--- src/rtl/wb_dbg_pkg.sv ---
// Shared constants for the byte-stream Wishbone debug bridge:
// frame opcodes, response codes and the controller state encoding.
package wb_dbg_pkg;

    localparam logic [7:0] OP_WRITE = 8'h01;
    localparam logic [7:0] OP_READ  = 8'h02;
    localparam logic [7:0] RSP_ACK  = 8'hA5;
    localparam logic [7:0] RSP_ERR  = 8'hEE;

    localparam logic [2:0] ST_IDLE = 3'd0;
    localparam logic [2:0] ST_ADDR = 3'd1;
    localparam logic [2:0] ST_DATA = 3'd2;
    localparam logic [2:0] ST_BUS  = 3'd3;
    localparam logic [2:0] ST_RESP = 3'd4;

    // Byte idx of a 32-bit word, MSB first.
    function automatic logic [7:0] word_byte(input logic [31:0] w, input logic [1:0] idx);
        logic [7:0] b;
        case (idx)
            2'd0:    b = w[31:24];
            2'd1:    b = w[23:16];
            2'd2:    b = w[15:8];
            default: b = w[7:0];
        endcase
        return b;
    endfunction

endpackage

--- src/rtl/wb_dbg_master.sv ---
// Serial debug bridge: framed read/write commands from a byte source become
// single 32-bit Wishbone cycles, results go back out as response bytes.
//
// state   | meaning
// IDLE    | waiting for an opcode byte; unknown opcodes are dropped
// ADDR    | collecting 4 address bytes, MSB first
// DATA    | collecting 4 write-data bytes, MSB first
// BUS     | Wishbone cycle in flight, waiting for ack/err/timeout
// RESP    | streaming response bytes to the sink
module wb_dbg_master
    import wb_dbg_pkg::*;
#(
    parameter int timeout = 1024
) (
    input  logic        clk,
    input  logic        reset_n,
    input  logic [7:0]  rx_data,
    input  logic        rx_valid,
    output logic        rx_ready,
    output logic [7:0]  tx_data,
    output logic        tx_valid,
    input  logic        tx_ready,
    output logic [31:0] wb_adr_o,
    output logic [31:0] wb_dat_o,
    input  logic [31:0] wb_dat_i,
    output logic [3:0]  wb_sel_o,
    output logic        wb_we_o,
    output logic        wb_cyc_o,
    output logic        wb_stb_o,
    input  logic        wb_ack_i,
    input  logic        wb_err_i,
    output logic        busy
);

    localparam int TW = $clog2(timeout) + 1;

    logic [2:0]    state;
    logic [1:0]    byte_cnt;
    logic          is_write;
    logic          resp_read;
    logic [23:0]   adr_sr;
    logic [23:0]   dat_sr;
    logic [31:0]   rd_data;
    logic [TW-1:0] tmo_cnt;
    logic          cyc;

    logic rx_fire;
    logic tx_fire;
    logic tmo_hit;

    assign rx_fire  = rx_valid && rx_ready;
    assign tx_fire  = tx_valid && tx_ready;
    assign tmo_hit  = (tmo_cnt == TW'(timeout - 1));
    assign wb_cyc_o = cyc;
    assign wb_stb_o = cyc;
    assign busy     = (state != ST_IDLE);

    always_ff @(posedge clk or negedge reset_n) begin
        if (!reset_n) begin
            state     <= ST_IDLE;
            byte_cnt  <= 2'd0;
            is_write  <= 1'b0;
            resp_read <= 1'b0;
            adr_sr    <= '0;
            dat_sr    <= '0;
            rd_data   <= '0;
            tmo_cnt   <= '0;
            cyc       <= 1'b0;
            wb_we_o   <= 1'b0;
            wb_sel_o  <= 4'h0;
            wb_adr_o  <= '0;
            wb_dat_o  <= '0;
            rx_ready  <= 1'b0;
            tx_valid  <= 1'b0;
            tx_data   <= 8'h00;
        end else begin
            case (state)
                ST_IDLE: begin
                    rx_ready <= 1'b1;
                    if (rx_fire && (rx_data == OP_WRITE || rx_data == OP_READ)) begin
                        state    <= ST_ADDR;
                        is_write <= (rx_data == OP_WRITE);
                        byte_cnt <= 2'd0;
                    end
                end

                ST_ADDR: begin
                    if (rx_fire) begin
                        byte_cnt <= byte_cnt + 2'd1;
                        if (byte_cnt == 2'd3) begin
                            // Low two address bits are dropped: word accesses only.
                            wb_adr_o <= {adr_sr, rx_data[7:2], 2'b00};
                            if (is_write) begin
                                state <= ST_DATA;
                            end else begin
                                state    <= ST_BUS;
                                rx_ready <= 1'b0;
                                cyc      <= 1'b1;
                                wb_we_o  <= 1'b0;
                                wb_sel_o <= 4'hF;
                                tmo_cnt  <= '0;
                            end
                        end else begin
                            adr_sr <= {adr_sr[15:0], rx_data};
                        end
                    end
                end

                ST_DATA: begin
                    if (rx_fire) begin
                        byte_cnt <= byte_cnt + 2'd1;
                        if (byte_cnt == 2'd3) begin
                            wb_dat_o <= {dat_sr, rx_data};
                            state    <= ST_BUS;
                            rx_ready <= 1'b0;
                            cyc      <= 1'b1;
                            wb_we_o  <= 1'b1;
                            wb_sel_o <= 4'hF;
                            tmo_cnt  <= '0;
                        end else begin
                            dat_sr <= {dat_sr[15:0], rx_data};
                        end
                    end
                end

                ST_BUS: begin
                    if (wb_err_i || wb_ack_i || tmo_hit) begin
                        cyc       <= 1'b0;
                        wb_we_o   <= 1'b0;
                        wb_sel_o  <= 4'h0;
                        state     <= ST_RESP;
                        byte_cnt  <= 2'd0;
                        tx_valid  <= 1'b1;
                        rd_data   <= wb_dat_i;
                        resp_read <= !wb_err_i && wb_ack_i && !is_write;
                        if (wb_err_i || !wb_ack_i)
                            tx_data <= RSP_ERR;
                        else if (is_write)
                            tx_data <= RSP_ACK;
                        else
                            tx_data <= wb_dat_i[31:24];
                    end else begin
                        tmo_cnt <= tmo_cnt + TW'(1);
                    end
                end

                ST_RESP: begin
                    // One idle cycle between bytes: tx_valid drops on acceptance.
                    if (tx_fire) begin
                        tx_valid <= 1'b0;
                        if (!resp_read || byte_cnt == 2'd3) begin
                            state    <= ST_IDLE;
                            rx_ready <= 1'b1;
                        end else begin
                            byte_cnt <= byte_cnt + 2'd1;
                        end
                    end else if (!tx_valid) begin
                        tx_valid <= 1'b1;
                        tx_data  <= word_byte(rd_data, byte_cnt);
                    end
                end

                default: begin
                    state <= ST_IDLE;
                end
            endcase
        end
    end

endmodule

--- config.mk ---
export PLATFORM = sky130hd
export DESIGN_NAME = wb_dbg_master
export DESIGN_NICKNAME = d
export VERILOG_FILES = /design/src/rtl/wb_dbg_pkg.sv /design/src/rtl/wb_dbg_master.sv
export SDC_FILE = /design/constraint.sdc
export NUM_CORES = 1
export LEC_CHECK = 0
export ABC_AREA = 1
export CELL_PAD_IN_SITES_DETAIL_PLACEMENT = 1
export CELL_PAD_IN_SITES_GLOBAL_PLACEMENT = 2
export CORE_AREA = 2 2 248 128
export CTS_CLUSTER_SIZE = 12
export DETAILED_ROUTE_END_ITERATION = 16
export DIE_AREA = 0 0 250 130
export MAX_ROUTING_LAYER = met4
export PLACE_DENSITY_LB_ADDON = 0.1
export SLEW_MARGIN = 5
export SYNTH_ARGS = -nofsm -noshare
export SYNTH_HDL_FRONTEND = slang
export SYNTH_SLANG_ARGS = --single-unit
export TNS_END_PERCENT = 30
--- constraint.sdc ---
create_clock -name clk -period 1.6 [get_ports clk]
set_input_delay 0.32 -clock clk [delete_from_list [all_inputs] [get_ports clk]]
set_output_delay 0.32 -clock clk [all_outputs]
set_load 0.01 [all_outputs]
* Word-level counts from Yosys, hierarchy flattened
Cells that the tools add are included.
Word-level totals: input bits 46, register bits 176, output and inout bits 82
Cells by class: bitwise operators 1, muxes and demuxes 56, eq/ne operators 24, $add $sub $neg 2, reductions and logical operators 35
Operators by type and width (count):
- 2-to-1 mux 11 bit | 6
- 2-to-1 mux 8 bit | 5
- one-hot mux 11 bit (3 select lines) | 1
- != test 2 bit, second input constant | 13
- 2-to-1 mux 3 bit | 8
- 2-to-1 mux 4 bit | 6
- one-hot mux 8 bit (3 select lines) | 1
- 2-to-1 mux 1 bit | 16
- one-hot mux 8 bit (2 select lines) | 1
- AND reduction 8 bit | 2
- one-hot mux 3 bit (5 select lines) | 1
- AND reduction 7 bit | 2
- one-hot mux 4 bit (3 select lines) | 1
- AND reduction 3 bit | 4
- adder 11 x 1 -> 11 bit, second input constant | 1
- equality test 11 x 10 -> 1 bit, second input constant | 1
- 2-to-1 mux 2 bit | 5
- equality test 8 x 1 -> 1 bit, second input constant | 1
- equality test 8 x 2 -> 1 bit, second input constant | 1
- one-hot mux 2 bit (4 select lines) | 1
- nonzero test 4 bit | 2
- equality test 3 x 2 -> 1 bit, second input constant | 2
- one-hot mux 1 bit (3 select lines) | 2
- AND reduction 2 bit | 3
- other kinds (19) | 32

* Longest topological paths before layout
Gate-level depths: netlist of the first run.
depth in word-level cells 5, depth in mapped cells 11, depth with buffers taken out 10

* Worst setup path after synthesis of the first run
OpenSTA, ideal clock, no wires.
kind reg2reg, start register byte_cnt[0], end register wb_dat_o[24], stages on the path, launching flop included 7, data required time 1472 ps, arrival time 1456 ps, slack 16 ps, buffers on the path 1, cells stage by stage dfrtp_1 -> ha_1 -> inv_2 -> nor2_1 -> nand2_1 -> buf_2 -> mux2_1
Between the ends: word-level cells in the longest chain between the ends 2
RTL lines:
- from (decl) | RTL line wb_dbg_master.sv:38 | logic [1:0] byte_cnt;
- from (signal assigned) | RTL line wb_dbg_master.sv:89 | byte_cnt <= byte_cnt + 2'd1;
- from (signal assigned) | RTL line wb_dbg_master.sv:111 | byte_cnt <= byte_cnt + 2'd1;
- from (signal assigned) | RTL line wb_dbg_master.sv:155 | byte_cnt <= byte_cnt + 2'd1;
- equality test 2 bit | RTL line wb_dbg_master.sv:112 | if (byte_cnt == 2'd3) begin
- AND reduction 3 bit (no source line)
- to (signal assigned) | RTL line wb_dbg_master.sv:113 | wb_dat_o <= {dat_sr, rx_data};
- to (decl) | RTL line wb_dbg_master.sv:24 | output logic [31:0] wb_dat_o,
No other way between the ends. A chain may end at the register's enable or synchronous reset.

* Worst setup path after layout of the first run
start register byte_cnt[0], end register tx_data[0]
Between the ends: word-level cells in the longest chain between the ends 5
RTL lines:
- equality test 2 bit, or another cell as far along | RTL line wb_dbg_pkg.sv:19 | case (idx)
- one-hot mux 8 bit (3 select lines) (*) | RTL line wb_dbg_pkg.sv:19
- 2-to-1 mux 8 bit (*) | RTL line wb_dbg_master.sv:157 | end else if (!tx_valid) begin
- 2-to-1 mux 8 bit (*) | RTL line wb_dbg_master.sv:149 | if (tx_fire) begin
- one-hot mux 8 bit (2 select lines) (*) | RTL line wb_dbg_master.sv:77 | case (state)
- to (signal assigned) | RTL line wb_dbg_master.sv:141 | tx_data <= wb_dat_i[31:24];
- to (signal assigned) | RTL line wb_dbg_master.sv:159 | tx_data <= word_byte(rd_data, byte_cnt);
- to (decl) | RTL line wb_dbg_master.sv:20 | output logic [7:0] tx_data,
Mark *: on every way between the ends. The rest lies on a longest branch, timed or not. The select of a mux whose other input is x is not followed.

==> reports/qor.yml, run 1 <==
outcome:
  status: "finished, violations left"
  violations: "setup timing"
timing:
  fin_ws_ps: -123
  skew_ps: 14.7
  fin_crit_ps: 1720
  min_period_over_period: 1.08
  final-setup-viol-count: 14
  rsz0062_at_grt: "true"
  fin_tns_setup_ps: -527
  max_freq_mhz: 580
  report.final.hold_viol_count: 0
  maxSlewViolCount: 0
critical_path:
  slowest_delay_ps: 420
  critical_path.cell_chain: "ha_4, clkinvlp_4, buf_4, buf_4, buf_4, o211ai_1, o21ai_1, nand2_1, o21ai_1"
  path_max_fanout: 6
  cp.required_ps: 1930
  crit_slowest_cell: "dfrtp_2"
  end_kind: "flip-flop"
  arrival_ps: 2060
  cpMostUsedCell: "buf_4"
  worstSetupPathType: "flip-flop to flip-flop"
  start_kind: "flip-flop"
placed_design:
  dp.cells: 1422
  place_area_sq_mm: 0.00983
  port_buffers: 125
  gp_congestion: 0.797
  hpwl_microns: 17100
yosys:
  synth_seq_cells: 172
  synth_commonest_cells: "nand2_1 (305), dfrtp_1 (172), o21ai_1 (69)"
  yosys.area.top_type: "dfrtp_1"
  async_flop_share: 1.00
  synth_warnings: 0
  seq_area_frac_synth: 0.575
  synth_cells: 841
  ys_types: 34
  synth_most_common_cell: "nand2_1"
  synth_area_leaders: "dfrtp_1 (58%), nand2_1 (15%), o21ai_1 (4.6%), inv_1 (3.3%), o21ai_0 (3.3%)"
  avgSynthCellArea_sq_um: 8.90
  synth_edf_count: 0
  netlist.area_leader.share: 0.575
  synth_area_sq_mm: 0.00748
  ys.flop_type: "dfrtp_1"
final_layout:
  nets: 1101
  drive_gt1_frac: 0.199
  final_cells: 1471
  design_area_sq_mm: 0.0108
  area_growth_pct: 44.3
  diodes: 0
flow_run:
  cap_violations: 0
floorplanning:
  die-height_microns: 130
  start_util: 0.243
  core_sq_mm: 0.0307
  die_w_microns: 250
  io_pins: 128
  die_area_sq_mm: 0.0325
  rows: 46
detailed_routing:
  wl_microns: 24200
  initialDrtViolationCount: 304
  drc: 0
  vias_per_cell: 4.21
  vias: 6200
  ant_nets: 0
  drt_pre_antenna_iters: 4
  wl_per_cell_microns: 16.5
global_route:
  grt.overflow.total: 0
  grt.busiest_layer: "met1"
  use_met3: 0.0373
  grt_use_met1: 0.237
  grt_max_degree: 49
  grt_pass1_wl_microns: 37400
  grt_usage: 0.156
  grt_pass1_vias: 6312
  antenna_found_initial: 0
  grt_util_met2: 0.199
power_and_ir_drop:
  p_leak_nw: 5.47
  vdd_ir_drop_max_mv: 0.775
  p_per_area_mw_per_mm2: 1650
clocking:
  cts-root-buf: "clkbuf_16"
  clockBufferDepth: 2
  path_clk_slew_ps: 80
  cts_tree: "yes"
  cts_htree_levels: 4
  clk_latency_ps: 450
  cts_sinks: 172
  cts_buffers: 17
worst_hold_path:
  hp-class: "primary input to async pin"
-- layer usage --
layer  up-vias  share of wire
met2        79           0.38
met4         0          0.011
met1      3003           0.57
met3        18          0.038
met5         -              0
li1       3100              -
-- path summary, 6_finish.rpt --
check,slack [ps],start,cells after the start,end
max,-120,byte_cnt[0]$_DFFE_PN0P_,9,tx_data[0]$_DFFE_PN0P_
min,350,reset_n,2,wb_adr_o[17]$_DFFE_PN0P_
max reg2reg,-120,byte_cnt[0]$_DFFE_PN0P_,9,tx_data[0]$_DFFE_PN0P_
min reg2reg,490,dat_sr[17]$_DFFE_PN0P_,1,wb_dat_o[25]$_DFFE_PN0P_
max in group asynchronous,660,reset_n,3,wb_sel_o[2]$_DFFE_PN0P_
min in group clk,400,wb_dat_i[19],3,rd_data[19]$_DFFE_PN0P_
-- sequential cells by signal (all words and copies together), names as in the netlist, 2 cells and up --
register and count:
wb_dat_o 32, wb_adr_o 30, tx_data 8, dat_sr 24, state 3, byte_cnt 2, rd_data 32, tmo_cnt 11
adr_sr 24
-- worst max-delay path, delay by kind of cell, from the launching register on --
kind,cells,cell delay [ps]
AND/OR/NAND/NOR,1,70
flip-flops,1,420
AO/OA/AOI/OAI,3,310
buffers and inverters,4,620
adder cells (fa/ha/maj),1,200
-- cell type report --
| class | count | area [sq um] |
|---|---|---|
| clock inverter | 15 | 198 |
| clock buffer | 17 | 425 |
| timing repair buffer | 233 | 2250 |
| sequential | 172 | 4310 |
| tap | 408 | 510 |
| inverter | 74 | 293 |
| multi-input combinational | 551 | 2810 |
| fill | 3582 | 19900 |
| timing repair inverter | 1 | 7.51 |
-- where the power goes --
group,switching [mW],internal [mW]
combinational,3.83,2.99
clock,2.05,2.40
sequential,0.841,5.69
total,6.72,11.1
-- cell families after synthesis --
| logic type | after synthesis | share of synthesized area |
|---|---|---|
| AND/OR/NAND/NOR | 384 | 0.212 |
| flip-flops | 172 | 0.575 |
| AO/OA/AOI/OAI | 141 | 0.0991 |
| buffers and inverters | 119 | 0.0742 |
| multiplexers | 16 | 0.0271 |
| adder cells (fa/ha/maj) | 5 | 0.00836 |
| XOR/XNOR | 3 | 0.00351 |
| other | 1 | 0.000501 |
-- stage by stage --
stage | hold slack, ps | utilization | setup slack, ps | power (mW)
3_3_place_gp | 267 | 0.320 | -297 | 13.0
6_report | 345 | 0.351 | -123 | 17.8
3_5_place_dp | 270 | 0.320 | -328 | 13.0
2_1_floorplan | 24.4 | - | 16.1 | 9.83
5_1_grt | 359 | 0.351 | -217 | 19.2
4_1_cts | 329 | 0.342 | -96.4 | 17.6
-- repair_timing --
| item | 4_1_cts | 5_1_grt |
|---|---|---|
| gates resized for setup | 120 | 40 |
| endpoints found under the hold margin | 28 | 0 |
| pin swaps | 14 | 20 |
| hold buffers | 1 | 0 |
| endpoints found under the setup margin | 186 | 122 |
| buffers inserted | 6 | 4 |
| gates cloned | 1 | 6 |
-- cells in the final DEF, fill, tap and decap left out, types with 5 or more instances in the layout --
cell type and count:
a21oi_1 10, buf_12 13, buf_4 81, buf_6 7, clkbuf_16 22, clkdlybuf4s50_1 44
dfrtp_1 169, dlygate4sd2_1 78, inv_1 60, inv_2 9, inv_6 5, inv_8 5
mux2_1 8, mux2_4 6, nand2_1 295, nand2_2 11, nand2_4 6, nand3_1 21
nand4_1 12, nor2_1 17, nor2_2 5, nor2_4 6, o211ai_1 8, o21ai_0 39
o21ai_1 78
(Power assumes the default switching activity.)
==> run 2: changes to the inputs <==
- SKIP_LAST_GASP: default -> 1
==> reports/qor.yml, run 2 (same netlist as run 1, synthesis figures left out) <==
outcome:
  status: "finished, violations left"
  violations: "setup timing"
timing:
  report.final.hold_viol_count: 0  # unchanged
  min_period_over_period: 1.08  # +0.00296
  skew_ps: 13.8  # -0.818 ps
  hold-worst-slack_ps: 349  # +3.33 ps
  fin_tns_setup_ps: -3030  # -2500 ps
  maxSlewViolCount: 0  # unchanged
  final-setup-viol-count: 66  # +52
  max_freq_mhz: 579  # -0.27%
  fin_crit_ps: 1730  # +4.74 ps
  rsz0062_at_grt: "true"
  fin_ws_ps: -127  # -4.74 ps
clocking:
  cts_htree_levels: 4  # unchanged
  cts-root-buf: "clkbuf_16"
  cts_buffers: 17  # unchanged
  path_clk_slew_ps: 80  # about the same
  clockBufferDepth: 2  # unchanged
  clk_latency_ps: 450  # about the same
  cts_sinks: 172  # unchanged
  cts_tree: "yes"
final_layout:
  final_util: 0.354  # +0.00232
  drive_gt1_frac: 0.195  # -0.00470
  layout_common_cells: "nand2_1 (296), dfrtp_1 (169), buf_4 (84)"
  area_growth_pct: 45.3
  final_common_cell: "nand2_1"
  nFillCells: 3551  # -0.87%
  design_area_sq_mm: 0.0109  # +0.66%
  diodes: 0  # unchanged
  nets: 1101  # unchanged
  largestRegisters: "rd_data: 32 flops, wb_dat_o: 32 flops, wb_adr_o: 30 flops"
placed_design:
  post-place-ws_ps: -328  # unchanged
  gp_congestion: 0.797  # unchanged
  place_area_sq_mm: 0.00983  # unchanged
  port_buffers: 125  # unchanged
  hpwl_microns: 17100  # unchanged
power_and_ir_drop:
  vdd_ir_drop_max_mv: 0.802  # +3.5%
  p_leak_nw: 5.51  # +0.62%
  p_per_area_mw_per_mm2: 1660  # +0.48%
critical_path:
  crit_slowest_cell: "dfrtp_2"
  arrival_ps: 2060  # about the same
  cp.required_ps: 1930  # about the same
  regToRegSetupSlack_ps: -130  # about the same
  slowest_delay_ps: 420  # about the same
  rr_startpoint: "byte_cnt[0]$_DFFE_PN0P_"
  cpMostUsedCell: "o21ai_1"
  path_max_fanout: 6  # unchanged
  critPathLaunch: "byte_cnt[0]$_DFFE_PN0P_"
  path_buf_inv: 2  # -2
  start_kind: "flip-flop"
  worstSetupPathType: "flip-flop to flip-flop"
  worst_path_dominant_cell_family: "compound AO/OA/AOI/OAI gates"
  critical_path.cell_chain: "ha_4, clkinvlp_4, buf_6, o211ai_1, o21ai_1, nand2_1, o21ai_1"
  end_kind: "flip-flop"
global_route:
  grt_max_degree: 49  # unchanged
  grt_usage: 0.156  # -0.000593
  grt_pass1_wl_microns: 37200  # -0.44%
  grt.overflow.total: 0  # unchanged
  antenna_found_initial: 0  # unchanged
  grt_pass1_vias: 6293  # -0.30%
detailed_routing:
  wl_microns: 24100  # -0.56%
  vias: 6211  # +0.18%
  drt_pre_antenna_iters: 4  # unchanged
  drc: 0  # unchanged
  vias_per_cell: 4.22  # +0.18%
  wl_per_cell_microns: 16.4  # -0.56%
  initialDrtViolationCount: 332  # +9.2%
  ant_nets: 0  # unchanged
floorplanning:
  die_w_microns: 250  # unchanged
  io_pins: 128  # unchanged
  die_area_sq_mm: 0.0325  # unchanged
  core_sq_mm: 0.0307  # unchanged
  rows: 46  # unchanged
  start_util: 0.243  # unchanged
  die-height_microns: 130  # unchanged
worst_hold_path:
  hp-class: "primary input to async pin"
flow_run:
  cap_violations: 0  # unchanged
run 2: metrics by stage:
step,instances,total power [mW]
5_1_grt,1471,19.4
2_1_floorplan,842,9.83
6_report,1471,18.0
3_5_place_dp,1422,13.0
4_1_cts,1461,17.7
3_3_place_gp,1422,13.0
run 2: worst paths after layout:
check                           cells after the start                  endpoint
worst min register to register                      1  wb_dat_o[25]$_DFFE_PN0P_
worst max register to register                      7    tx_data[6]$_DFFE_PN0P_
worst max-delay path                                7    tx_data[6]$_DFFE_PN0P_
min in group clk                                    3   rd_data[19]$_DFFE_PN0P_
max in group asynchronous                           3   wb_sel_o[2]$_DFFE_PN0P_
worst min-delay path                                2  wb_adr_o[17]$_DFFE_PN0P_
run 2: cell type report:
type,count,area [sq um],share of cell area
inverters,74,288,0.0265
repair buffers,233,2340,0.215
multi-input cells,551,2800,0.257
flip-flops and latches,172,4310,0.396
repair inverters,1,7.51,0.000691
clock buffers,17,425,0.0391
clock inverters,15,198,0.0182
well taps,408,510,0.0470
run 2: where the power goes:
group          switching, mW  internal (mW)
clock                   2.04           2.40
sequential             0.842           5.69
combinational           3.85           3.18
run 2: repair_timing:
item / 4_1_cts / 5_1_grt
setup buffers: 6 / 6
resized for setup: 59 / 48
endpoints found under the setup margin: 186 / 202
cloned: 1 / 4
hold endpoints to repair: 28 / 0
pin swaps: 8 / 21
hold buffers: 1 / 0
run 2: layer usage:
metal	track usage	part of all wire
met5	-	0
met4	0.0454	0.010
met3	0.0379	0.037
met2	0.196	0.38
met1	0.238	0.58
